<file path="config.mk">
export PLATFORM = sky130hd
export DESIGN_NAME = imm_gen_pipe
export DESIGN_NICKNAME = d
export VERILOG_FILES = /design/src/rtl/imm_gen_pipe.sv
export SDC_FILE = /design/constraint.sdc
export NUM_CORES = 1
export LEC_CHECK = 0
export ABC_CLOCK_PERIOD_IN_PS = 3020
export CAP_MARGIN = 5
export CELL_PAD_IN_SITES_DETAIL_PLACEMENT = 2
export CELL_PAD_IN_SITES_GLOBAL_PLACEMENT = 2
export CORE_ASPECT_RATIO = 1.25
export CORE_MARGIN = 4
export CORE_UTILIZATION = 32
export DETAILED_ROUTE_END_ITERATION = 10
export GPL_ROUTABILITY_DRIVEN = 0
export PLACE_DENSITY_LB_ADDON = 0.08
export SYNTH_ARGS = -nofsm -noshare
export SYNTH_HDL_FRONTEND = slang
export SYNTH_SLANG_ARGS = --single-unit
</file>
<file path="constraint.sdc">
create_clock -name clk -period 3.02 [get_ports clk]
set_input_delay 0.604 -clock clk [delete_from_list [all_inputs] [get_ports clk]]
set_output_delay 0.604 -clock clk [all_outputs]
set_load 0.01 [all_outputs]
</file>
<file path="src/rtl/imm_gen_pipe.sv">
// Pipelined RV32/RV64 immediate generator: decodes the instruction immediate and
// delivers it through a registered valid/ready stage backed by a one-entry skid slot.
module imm_gen_pipe #(
    parameter int unsigned XLEN     = 32,
    parameter bit          ERR_ZERO = 1'b1
) (
    input  logic            clk,
    input  logic            rst_n,
    input  logic            in_valid,
    output logic            in_ready,
    input  logic [31:0]     in_instr,
    input  logic [2:0]      in_fmt,
    output logic            out_valid,
    input  logic            out_ready,
    output logic [XLEN-1:0] out_imm,
    output logic            out_err
);

    typedef enum logic [1:0] {EMPTY, ONE, FULL} state_t;

    state_t            state, state_next;
    logic signed [31:0] dec32;
    logic [XLEN-1:0]   dec_imm;
    logic              dec_err;
    logic [XLEN-1:0]   skid_imm;
    logic              skid_err;
    logic              accept;
    logic              load_out_new, load_out_skid, load_skid;
    logic              s;
    logic              unused_opcode;

    assign s             = in_instr[31];
    assign accept        = in_valid & in_ready;
    assign unused_opcode = ^in_instr[6:0];

    // Every format is first formed as a 32-bit value whose bit 31 is the sign
    // (or zero for Z), so widening to XLEN is a single signed cast.
    always_comb begin
        dec32   = '0;
        dec_err = 1'b0;
        case (in_fmt)
            3'd0: dec32 = {{20{s}}, in_instr[31:20]};
            3'd1: dec32 = {{20{s}}, in_instr[31:25], in_instr[11:7]};
            3'd2: dec32 = {{19{s}}, in_instr[31], in_instr[7], in_instr[30:25],
                           in_instr[11:8], 1'b0};
            3'd3: dec32 = {in_instr[31:12], 12'b0};
            3'd4: dec32 = {{11{s}}, in_instr[31], in_instr[19:12], in_instr[20],
                           in_instr[30:21], 1'b0};
            3'd5: dec32 = {27'b0, in_instr[19:15]};
            default: begin
                dec_err = 1'b1;
                dec32   = ERR_ZERO ? '0 : {{20{s}}, in_instr[31:20]};
            end
        endcase
        dec_imm = XLEN'(dec32);
    end

    always_comb begin
        state_next    = state;
        load_out_new  = 1'b0;
        load_out_skid = 1'b0;
        load_skid     = 1'b0;
        case (state)
            EMPTY: begin
                if (accept) begin
                    load_out_new = 1'b1;
                    state_next   = ONE;
                end
            end
            ONE: begin
                if (accept && out_ready) begin
                    load_out_new = 1'b1;
                end else if (accept) begin
                    load_skid  = 1'b1;
                    state_next = FULL;
                end else if (out_ready) begin
                    state_next = EMPTY;
                end
            end
            FULL: begin
                if (out_ready) begin
                    load_out_skid = 1'b1;
                    state_next    = ONE;
                end
            end
            default: state_next = EMPTY;
        endcase
    end

    always_ff @(posedge clk) begin
        if (!rst_n) begin
            state     <= EMPTY;
            out_valid <= 1'b0;
            in_ready  <= 1'b0;
        end else begin
            state     <= state_next;
            out_valid <= (state_next != EMPTY);
            in_ready  <= (state_next != FULL);
        end
    end

    always_ff @(posedge clk) begin
        if (!rst_n) begin
            out_imm  <= '0;
            out_err  <= 1'b0;
            skid_imm <= '0;
            skid_err <= 1'b0;
        end else begin
            if (load_out_new) begin
                out_imm <= dec_imm;
                out_err <= dec_err;
            end else if (load_out_skid) begin
                out_imm <= skid_imm;
                out_err <= skid_err;
            end
            if (load_skid) begin
                skid_imm <= dec_imm;
                skid_err <= dec_err;
            end
        end
    end

endmodule

</file>
* Yosys cells after proc, flatten, opt, wreduce, memory -nomap -nowiden
Cells that the tools add are included.
Storage, ports and cells: register bits after elaboration 70, output and inout bits 35, logic and storage cells 41
Cells by class: equal/unequal tests 8, mux-type cells 19, bitwise operators 1, reduce and logical (&&, ||, !) cells 6
Operators with widths (number):
- 32-bit one-hot mux with 6 select lines | 1
- 32-bit 2-to-1 mux | 2
- 2-bit 2-to-1 mux | 5
- 1-bit 2-to-1 mux | 9
- 3-bit by 2-bit equality test with 1-bit output (second input constant) | 2
- 3-bit equality test (second input constant) | 2
- 2-bit one-hot mux with 3 select lines | 1
- 6-bit OR reduction | 1
- 2-bit nonzero test | 2
- 3-bit by 1-bit equality test with 1-bit output (second input constant) | 1
- 3-bit logical NOT | 1
- 2-bit by 1-bit equality test with 1-bit output (second input constant) | 1
- 2-bit equality test (second input constant) | 1
- 2-bit logical NOT | 1
- 2-bit != test (second input constant) | 1
- 1-bit one-hot mux with 2 select lines | 1
- 1-bit AND | 1
- 1-bit logical AND | 1

* Longest topological paths before layout
Gate-level depths: netlist of run 1.
depth in word-level cells 5, gate-level depth with buffers 7

* Least setup slack after synthesis of run 1
OpenSTA, ideal clock, no wires.
path type in2reg, start in in_fmt[2], end reg out_imm[5], data arrival time 1.592 ns, required time 2.937 ns, path slack 1.346 ns, stages 4, buffers on the path 1, cell sequence buf_2 -> maj3_2 -> or3_1 -> o221ai_1
Between the ends: word-level cells in the longest chain between the ends 3, elaborated cells on any way between the ends 8, those cells by class 5 x eq/ne; 2 x mux; 1 x reduce/logical
RTL lines:
- start: declaration | RTL line 12 | input logic [2:0] in_fmt,
- 3-bit equality test (tied with other cells) | RTL line 41 | case (in_fmt)
- 32-bit one-hot mux with 6 select lines * | RTL line 41
- 32-bit 2-to-1 mux * | RTL line 109 | if (load_out_new) begin
- end signal: assignment | RTL line 110 | out_imm <= dec_imm;
- end signal: assignment | RTL line 113 | out_imm <= skid_imm;
- end: declaration | RTL line 15 | output logic [XLEN-1:0] out_imm,
Every way passes the cells marked *; elsewhere a longest branch is shown, timed or not. A chain may end at the register's enable or synchronous reset.

* Final worst setup path of run 1
start in out_ready, end reg out_imm[27]
Between the ends: word-level cells in the longest chain between the ends 4, elaborated cells on any way between the ends 7, those cells by class 5 x mux; 2 x reduce/logical
RTL lines:
- start: declaration | RTL line 14 | input logic out_ready,
- 1-bit logical AND | RTL line 71 | if (accept && out_ready) begin
- 1-bit 2-to-1 mux | RTL line 71
- 1-bit one-hot mux with 2 select lines | RTL line 63 | case (state)
- 32-bit 2-to-1 mux / 2-bit nonzero test (equally long branches)
Several ways; a longest one is shown, not always the timed one.

==> results of run 1 <==
==> routing by layer <==
layer	part of all wire	GRT usage	routed length [um]	vias to the layer above
met2	0.50	0.317	5270	61
met3	0.037	0.0328	382	16
li1	-	-	-	1433
met1	0.44	0.215	4600	1483
met4	0.019	0.0808	198	0
met5	0	0	0	-
==> cell type report <==
type / instances / area [sq um]
multi-input combinational: 258 / 1610
timing repair buffer: 81 / 773
fill: 1047 / 5340
clock inverter: 5 / 105
clock buffer: 11 / 253
inverter: 3 / 11.3
sequential: 70 / 1400
tap: 126 / 158
==> layout by cell type (no fill, tap or decap), drive strengths merged <==
cell / netlist / layout
dfxtp: 70 / 70
clkdlybuf4s50: 0 / 66
a21oi: 63 / 63
o21ai: 46 / 46
nand2: 34 / 34
mux2: 17 / 17
buf: 16 / 15
mux2i: 14 / 14
o22ai: 14 / 14
clkbuf: 14 / 11
nor2b: 10 / 10
nand3: 9 / 9
o22a: 8 / 8
nor2: 6 / 6
a21boi: 6 / 6
nor3b: 5 / 5
a221oi: 4 / 4
and2: 4 / 4
inv: 3 / 3
o221ai: 3 / 3
bufinv: 0 / 3
nand2b: 2 / 2
and2b: 2 / 2
or3: 2 / 2
clkinvlp: 0 / 2
and3b: 2 / 2
nand3b: 1 / 1
nor4b: 1 / 1
maj3: 1 / 1
o21ba: 1 / 1
o21a: 1 / 1
a32oi: 1 / 1
o211ai: 1 / 1
==> power groups by stage <==
stage	combinational [mW]	sequential, mW	clock, mW
5_1_grt	0.339	0.983	1.35
4_1_cts	0.317	0.979	1.29
3_3_place_gp	0.308	0.997	0
3_5_place_dp	0.314	0.999	0
2_1_floorplan	0.149	1.01	0
6_report	0.312	0.979	1.27
==> how the worst max path moves through the flow <==
stage	startpoint	cells past startpoint	to
floorplan	in_fmt[2]	4	out_imm[5]$_SDFFE_PN0P_
global placement	out_ready	5	out_imm[27]$_SDFFE_PN0P_
detailed placement	out_ready	5	out_imm[26]$_SDFFE_PN0P_
CTS	out_ready	5	out_imm[27]$_SDFFE_PN0P_
global route	out_ready	5	out_imm[29]$_SDFFE_PN0P_
finish	out_ready	5	out_imm[27]$_SDFFE_PN0P_
==> stage by stage <==
stage,utilization,hold WS (ps),std cells,cell area [sq um],setup slack (ps)
floorplan,-,430,361,3180,1350
global placement,0.410,444,538,3960,365
detailed placement,0.410,456,538,3960,267
CTS,0.447,462,554,4320,629
global route,0.447,483,554,4320,498
finish,0.447,460,554,4320,690
==> state kept, by name, indices dropped and copies added (netlist names) <==
| register | count |
|---|---|
| out_imm | 32 |
| skid_imm | 32 |
| state | 2 |
| in_ready | 1 |
| out_err | 1 |
| out_valid | 1 |
| skid_err | 1 |
==> cell families (layout without fill, tap and decap cells) <==
kind of cell,after synthesis,in the layout,synth area share
AOI/OAI and AO/OA,148,148,0.265
and+or+nand+nor,78,78,0.127
DFF,70,70,0.440
buffers and inverters,33,100,0.0527
muxes,31,31,0.111
adders and majority gates,1,1,0.00354
==> worst max-delay path, cell delays in order <==
cell,delay [ps]
clkdlybuf4s50_1,550
nand2b_1,230
nand2_1,220
nor2_1,740
a21oi_1,170
==> reports/results.ini, run 1 <==
[route]
dr.pass1.iters=4
dr_total_vias=2993
via_per_inst=5.40
wl_per_cell_um=18.9
drcViolationCount=0
drt_iter0_markers=78
wl_mm=10.5
detail-route-antenna-nets=0

[hold_path]
min_to=out_imm[9]$_SDFFE_PN0P_
worstHoldPathCells=2
hold_path.class=register to register
hold_start=skid_imm[9]$_SDFFE_PN0P_

[setup_path]
cp.required_ps=3210
end_kind=register
worst-setup-path-type=input port to register
r2r_end=out_imm[27]$_SDFFE_PN0P_
rr_worst_depth=4
critPathLaunchType=input port
crit_arrival_ps=2520
crit_path_max_fanout=11
reg2reg_setup_slack_ps=1120
r2r-start=state[1]$_SDFF_PN0_

[clock_network]
cts_buffers=9
cts_hold_buf=0
cts_tree=done
clk_pin_slew_ps=60
cts-root-buf=clkbuf_16
clockBufferDepth=2
htree_levels=3
ctsResizeCount=0
postCtsSetupRepairBufs=0
numClockSinks=70
clock_latency_ps=340

[finish]
syn2layout_area_growth_pct=35.6
antenna_cells=0
final_nets=462
drive_gt1_frac=0.124

[flow_run]
drv_cap=0

[place]
hpwl_mm=7.38
port-buffer-count=66

[synthesis]
synth_top_area_frac=0.440
ys_warn_count=0
synth-edff-count=0
async_flop_share=0
netlist_instances=361
yosysMostFrequentCell=dfxtp_1
synth-seq-cells=70
ys_seq_area_frac=0.440
ys_top_cells_by_count=dfxtp_1 (70), a21oi_1 (63), o21ai_0 (40)
synth_top_area_cell=dfxtp_1
yosys-top-cells-area=dfxtp_1 (44%), a21oi_1 (9.9%), o21ai_0 (6.3%)
yosysUniqueCellTypes=38
syn-num-nets=400
syn_avg_cell_area_sq_um=8.81
synthesis.area_sq_um=3180
synth_ff_type=dfxtp_1

[power_and_ir_drop]
power.share.combinational=0.122
powerDensity_nw_per_um2=594
power_leakage_nw=1.50
clkPwrFrac=0.496
power_mw=2.56
p_sw_mw=0.595
p_sw_frac=0.232
pwr-share-seq=0.382
internal_power_mw=1.97
ir_drop_mv=0.232

[global_routing]
grt_usage=0.181
grt_pass1_wl_mm=16.8
grt_max_degree=24
grt_overflow=0
grt_pass1_vias=3268
antenna_found_initial=0

[floorplanning]
io_pins=74
rows=40
die_area_sq_um=11600
dieHeight_um=119
initial_core_util=0.329
core-area_sq_um=9660
die_width_um=97.2

[timing]
rsz0062_at_grt=false
setup_tns_ps=0
maxSlewViolCount=0
clock-skew-final_ps=4.87
setup_viol=0
clock.fmax_mhz=429
period_needed_ps=2330
slew_headroom=0.409
final.period_utilization=0.772
hold_viol=0
tightest_slew_ps=883

[outcome]
outcome=finished clean

No activity file was read; power rests on OpenSTA's default activity.
==> run 2, diff against run 1 <==
- ABC_CLOCK_PERIOD_IN_PS: 3020 -> 2000
- CORE_UTILIZATION: 32 -> 26
- clock period: 3.02 -> 2 ns (I/O delays scaled with it)
==> reports/results.ini, run 2 (synthesis results as in run 1) <==
[timing]
clock-skew-final_ps=5.63  ; was 4.87 ps
worst_hold_slack_ps=452  ; was 460 ps
clock.fmax_mhz=554
period_needed_ps=1810
slew_headroom=0.566  ; was 0.409
maxSlewViolCount=0  ; unchanged
tightest_slew_ps=650  ; was 883 ps
setup_viol=0  ; unchanged
rsz0062_at_grt=false  ; unchanged
final.period_utilization=0.903
hold_viol=0  ; unchanged

[setup_path]
rr_worst_depth=5  ; was 4
cp_top_family=simple AND/OR/NAND/NOR gates  ; unchanged
max_stage_delay_ps=500  ; was 740 ps
path_cells=clkdlybuf4s50_1 -> buf_4 -> and2_1 -> and2b_1 -> nand2_1 -> a21oi_1  ; was clkdlybuf4s50_1 -> nand2b_1 -> nand2_1 -> nor2_1 -> a21oi_1
r2r-start=state[0]$_SDFF_PN0_  ; was state[1]$_SDFF_PN0_
r2r_end=out_imm[20]$_SDFFE_PN0P_  ; was out_imm[27]$_SDFFE_PN0P_
critPathLaunchType=input port  ; unchanged
crit_arrival_ps=2070  ; was 2520 ps
cp.required_ps=2270  ; was 3210 ps
cp.depth=6  ; was 5
cp-startpoint=in_fmt[1]  ; was out_ready
critPathSlowestCell=clkdlybuf4s50_1  ; was nor2_1
crit_path_max_fanout=17  ; was 11
end_kind=register  ; unchanged
endpoint=skid_imm[27]$_SDFFE_PN0P_  ; was out_imm[27]$_SDFFE_PN0P_
worst-setup-path-type=input port to register  ; unchanged
reg2reg_setup_slack_ps=450  ; was 1120 ps
crit_buf_inv=2  ; was 1

[finish]
antenna_cells=0  ; unchanged
syn2layout_area_growth_pct=41.4  ; was 35.6%
final_cells=605  ; was 554
largestRegisters=out_imm (32), skid_imm (32), state (2)  ; unchanged
n_fill_cell=1316  ; was 1047
final_common_cell=dfxtp_1  ; unchanged
utilization=0.382  ; was 0.447
layout_common_cells=dfxtp_1 (70), clkdlybuf4s50_1 (66), a21oi_1 (63), o21ai_0 (40), nand2_1 (34)  ; unchanged
final_cell_area_sq_um=4500  ; was 4320 sq um
drive_gt1_frac=0.160  ; was 0.124
final_nets=478  ; was 462

[global_routing]
grt_max_degree=34  ; was 24
grt_usage=0.162  ; was 0.181
grt_overflow=0  ; unchanged
grt_pass1_wl_mm=18.2  ; was 16.8 mm
grt_pass1_vias=3400  ; was 3268
antenna_found_initial=0  ; unchanged

[power_and_ir_drop]
pwr-share-seq=0.398  ; was 0.382
power.share.combinational=0.137  ; was 0.122
powerDensity_nw_per_um2=826  ; was 594 nW/um^2
p_sw_mw=0.911  ; was 0.595 mW
power_leakage_nw=1.57  ; was 1.50 nW
internal_power_mw=2.81  ; was 1.97 mW
p_sw_frac=0.245  ; was 0.232
ir_drop_mv=0.387  ; was 0.232 mV
clkPwrFrac=0.466  ; was 0.496

[clock_network]
numClockSinks=70  ; unchanged
clockBufferDepth=2  ; unchanged
cts_buffers=9  ; unchanged
cts-root-buf=clkbuf_16  ; unchanged
cts_hold_buf=0  ; unchanged
cts_tree=done  ; unchanged
htree_levels=3  ; unchanged
clock_latency_ps=330  ; was 340 ps
clk_pin_slew_ps=60  ; about the same
postCtsSetupRepairBufs=0  ; unchanged
ctsResizeCount=0  ; unchanged

[floorplanning]
initial_core_util=0.270  ; was 0.329
die_width_um=107  ; was 97.2 um
io_pins=74  ; unchanged
die_area_sq_um=14100  ; was 11600 sq um
rows=44  ; was 40
core-area_sq_um=11800  ; was 9660 sq um
dieHeight_um=132  ; was 119 um

[route]
detail-route-antenna-nets=0  ; unchanged
wl_per_cell_um=18.3  ; was 18.9 um
wl_mm=11.1  ; was 10.5 mm
drt_iter0_markers=50  ; was 78
dr_total_vias=3029  ; was 2993
drcViolationCount=0  ; unchanged
dr.pass1.iters=4  ; unchanged
via_per_inst=5.01  ; was 5.40

[place]
placed_area_sq_um=4170  ; was 3960 sq um
placedCellCount=589  ; was 538
hpwl_mm=7.86  ; was 7.38 mm
port-buffer-count=66  ; unchanged

[outcome]
outcome=finished clean  ; unchanged

[flow_run]
drv_cap=0  ; unchanged

[hold_path]
hold_path.class=register to register  ; unchanged

==> run 2: per-layer routing <==
| metal | GRT usage | up-vias | wire length (um) |
|---|---|---|---|
| met5 | 0 | - | 0 |
| met4 | 0.0405 | 0 | 119 |
| met3 | 0.0393 | 8 | 385 |
| met2 | 0.280 | 54 | 5550 |
| met1 | 0.202 | 1505 | 5000 |
| li1 | - | 1462 | - |
==> run 2: tightest hold or removal path, cell delays in order (launching register included) <==
cell,delay (ps)
dfxtp_1,310
nand2_1,50
a21oi_1,50
==> run 2: worst min-delay path by stage <==
stage                                   start                       end  slack (ps)  depth (start not counted)
global route         out_imm[31]$_SDFFE_PN0P_  out_imm[31]$_SDFFE_PN0P_         470                          2
CTS                  out_imm[31]$_SDFFE_PN0P_  out_imm[31]$_SDFFE_PN0P_         460                          2
floorplan           skid_imm[10]$_SDFFE_PN0P_  out_imm[10]$_SDFFE_PN0P_         430                          2
finish               out_imm[31]$_SDFFE_PN0P_  out_imm[31]$_SDFFE_PN0P_         450                          2
detailed placement   out_imm[31]$_SDFFE_PN0P_  out_imm[31]$_SDFFE_PN0P_         450                          2
global placement     out_imm[31]$_SDFFE_PN0P_  out_imm[31]$_SDFFE_PN0P_         440                          2
==> run 2: power by group through the flow <==
stage          registers [mW]  logic [mW]  clock network, mW
6_report                 1.48       0.508               1.73
5_1_grt                  1.48       0.558               1.86
4_1_cts                  1.48       0.517               1.79
3_5_place_dp             1.51       0.513                  0
3_3_place_gp             1.51       0.504                  0
2_1_floorplan            1.52       0.225                  0
==> run 2: area by class of cell <==
| class | instances | area [sq um] | share of cell area |
|---|---|---|---|
| Inverter | 3 | 11.3 | 0.00250 |
| Multi-Input combinational cell | 258 | 1620 | 0.360 |
| Timing Repair Buffer | 97 | 943 | 0.210 |
| Clock buffer | 9 | 225 | 0.0501 |
| Sequential cell | 70 | 1400 | 0.312 |
| Clock inverter | 7 | 96.3 | 0.0214 |
| Tap cell | 161 | 201 | 0.0448 |
==> run 2: through the flow <==
step / setup slack (ps) / setup TNS, ps / total power, mW
3_5_place_dp: -324 / -9260 / 2.02
6_report: 195 / 0 / 3.72
5_1_grt: 76.5 / 0 / 3.90
3_3_place_gp: -271 / -7550 / 2.01
4_1_cts: 20.6 / 0 / 3.78
2_1_floorplan: 530 / 0 / 1.74
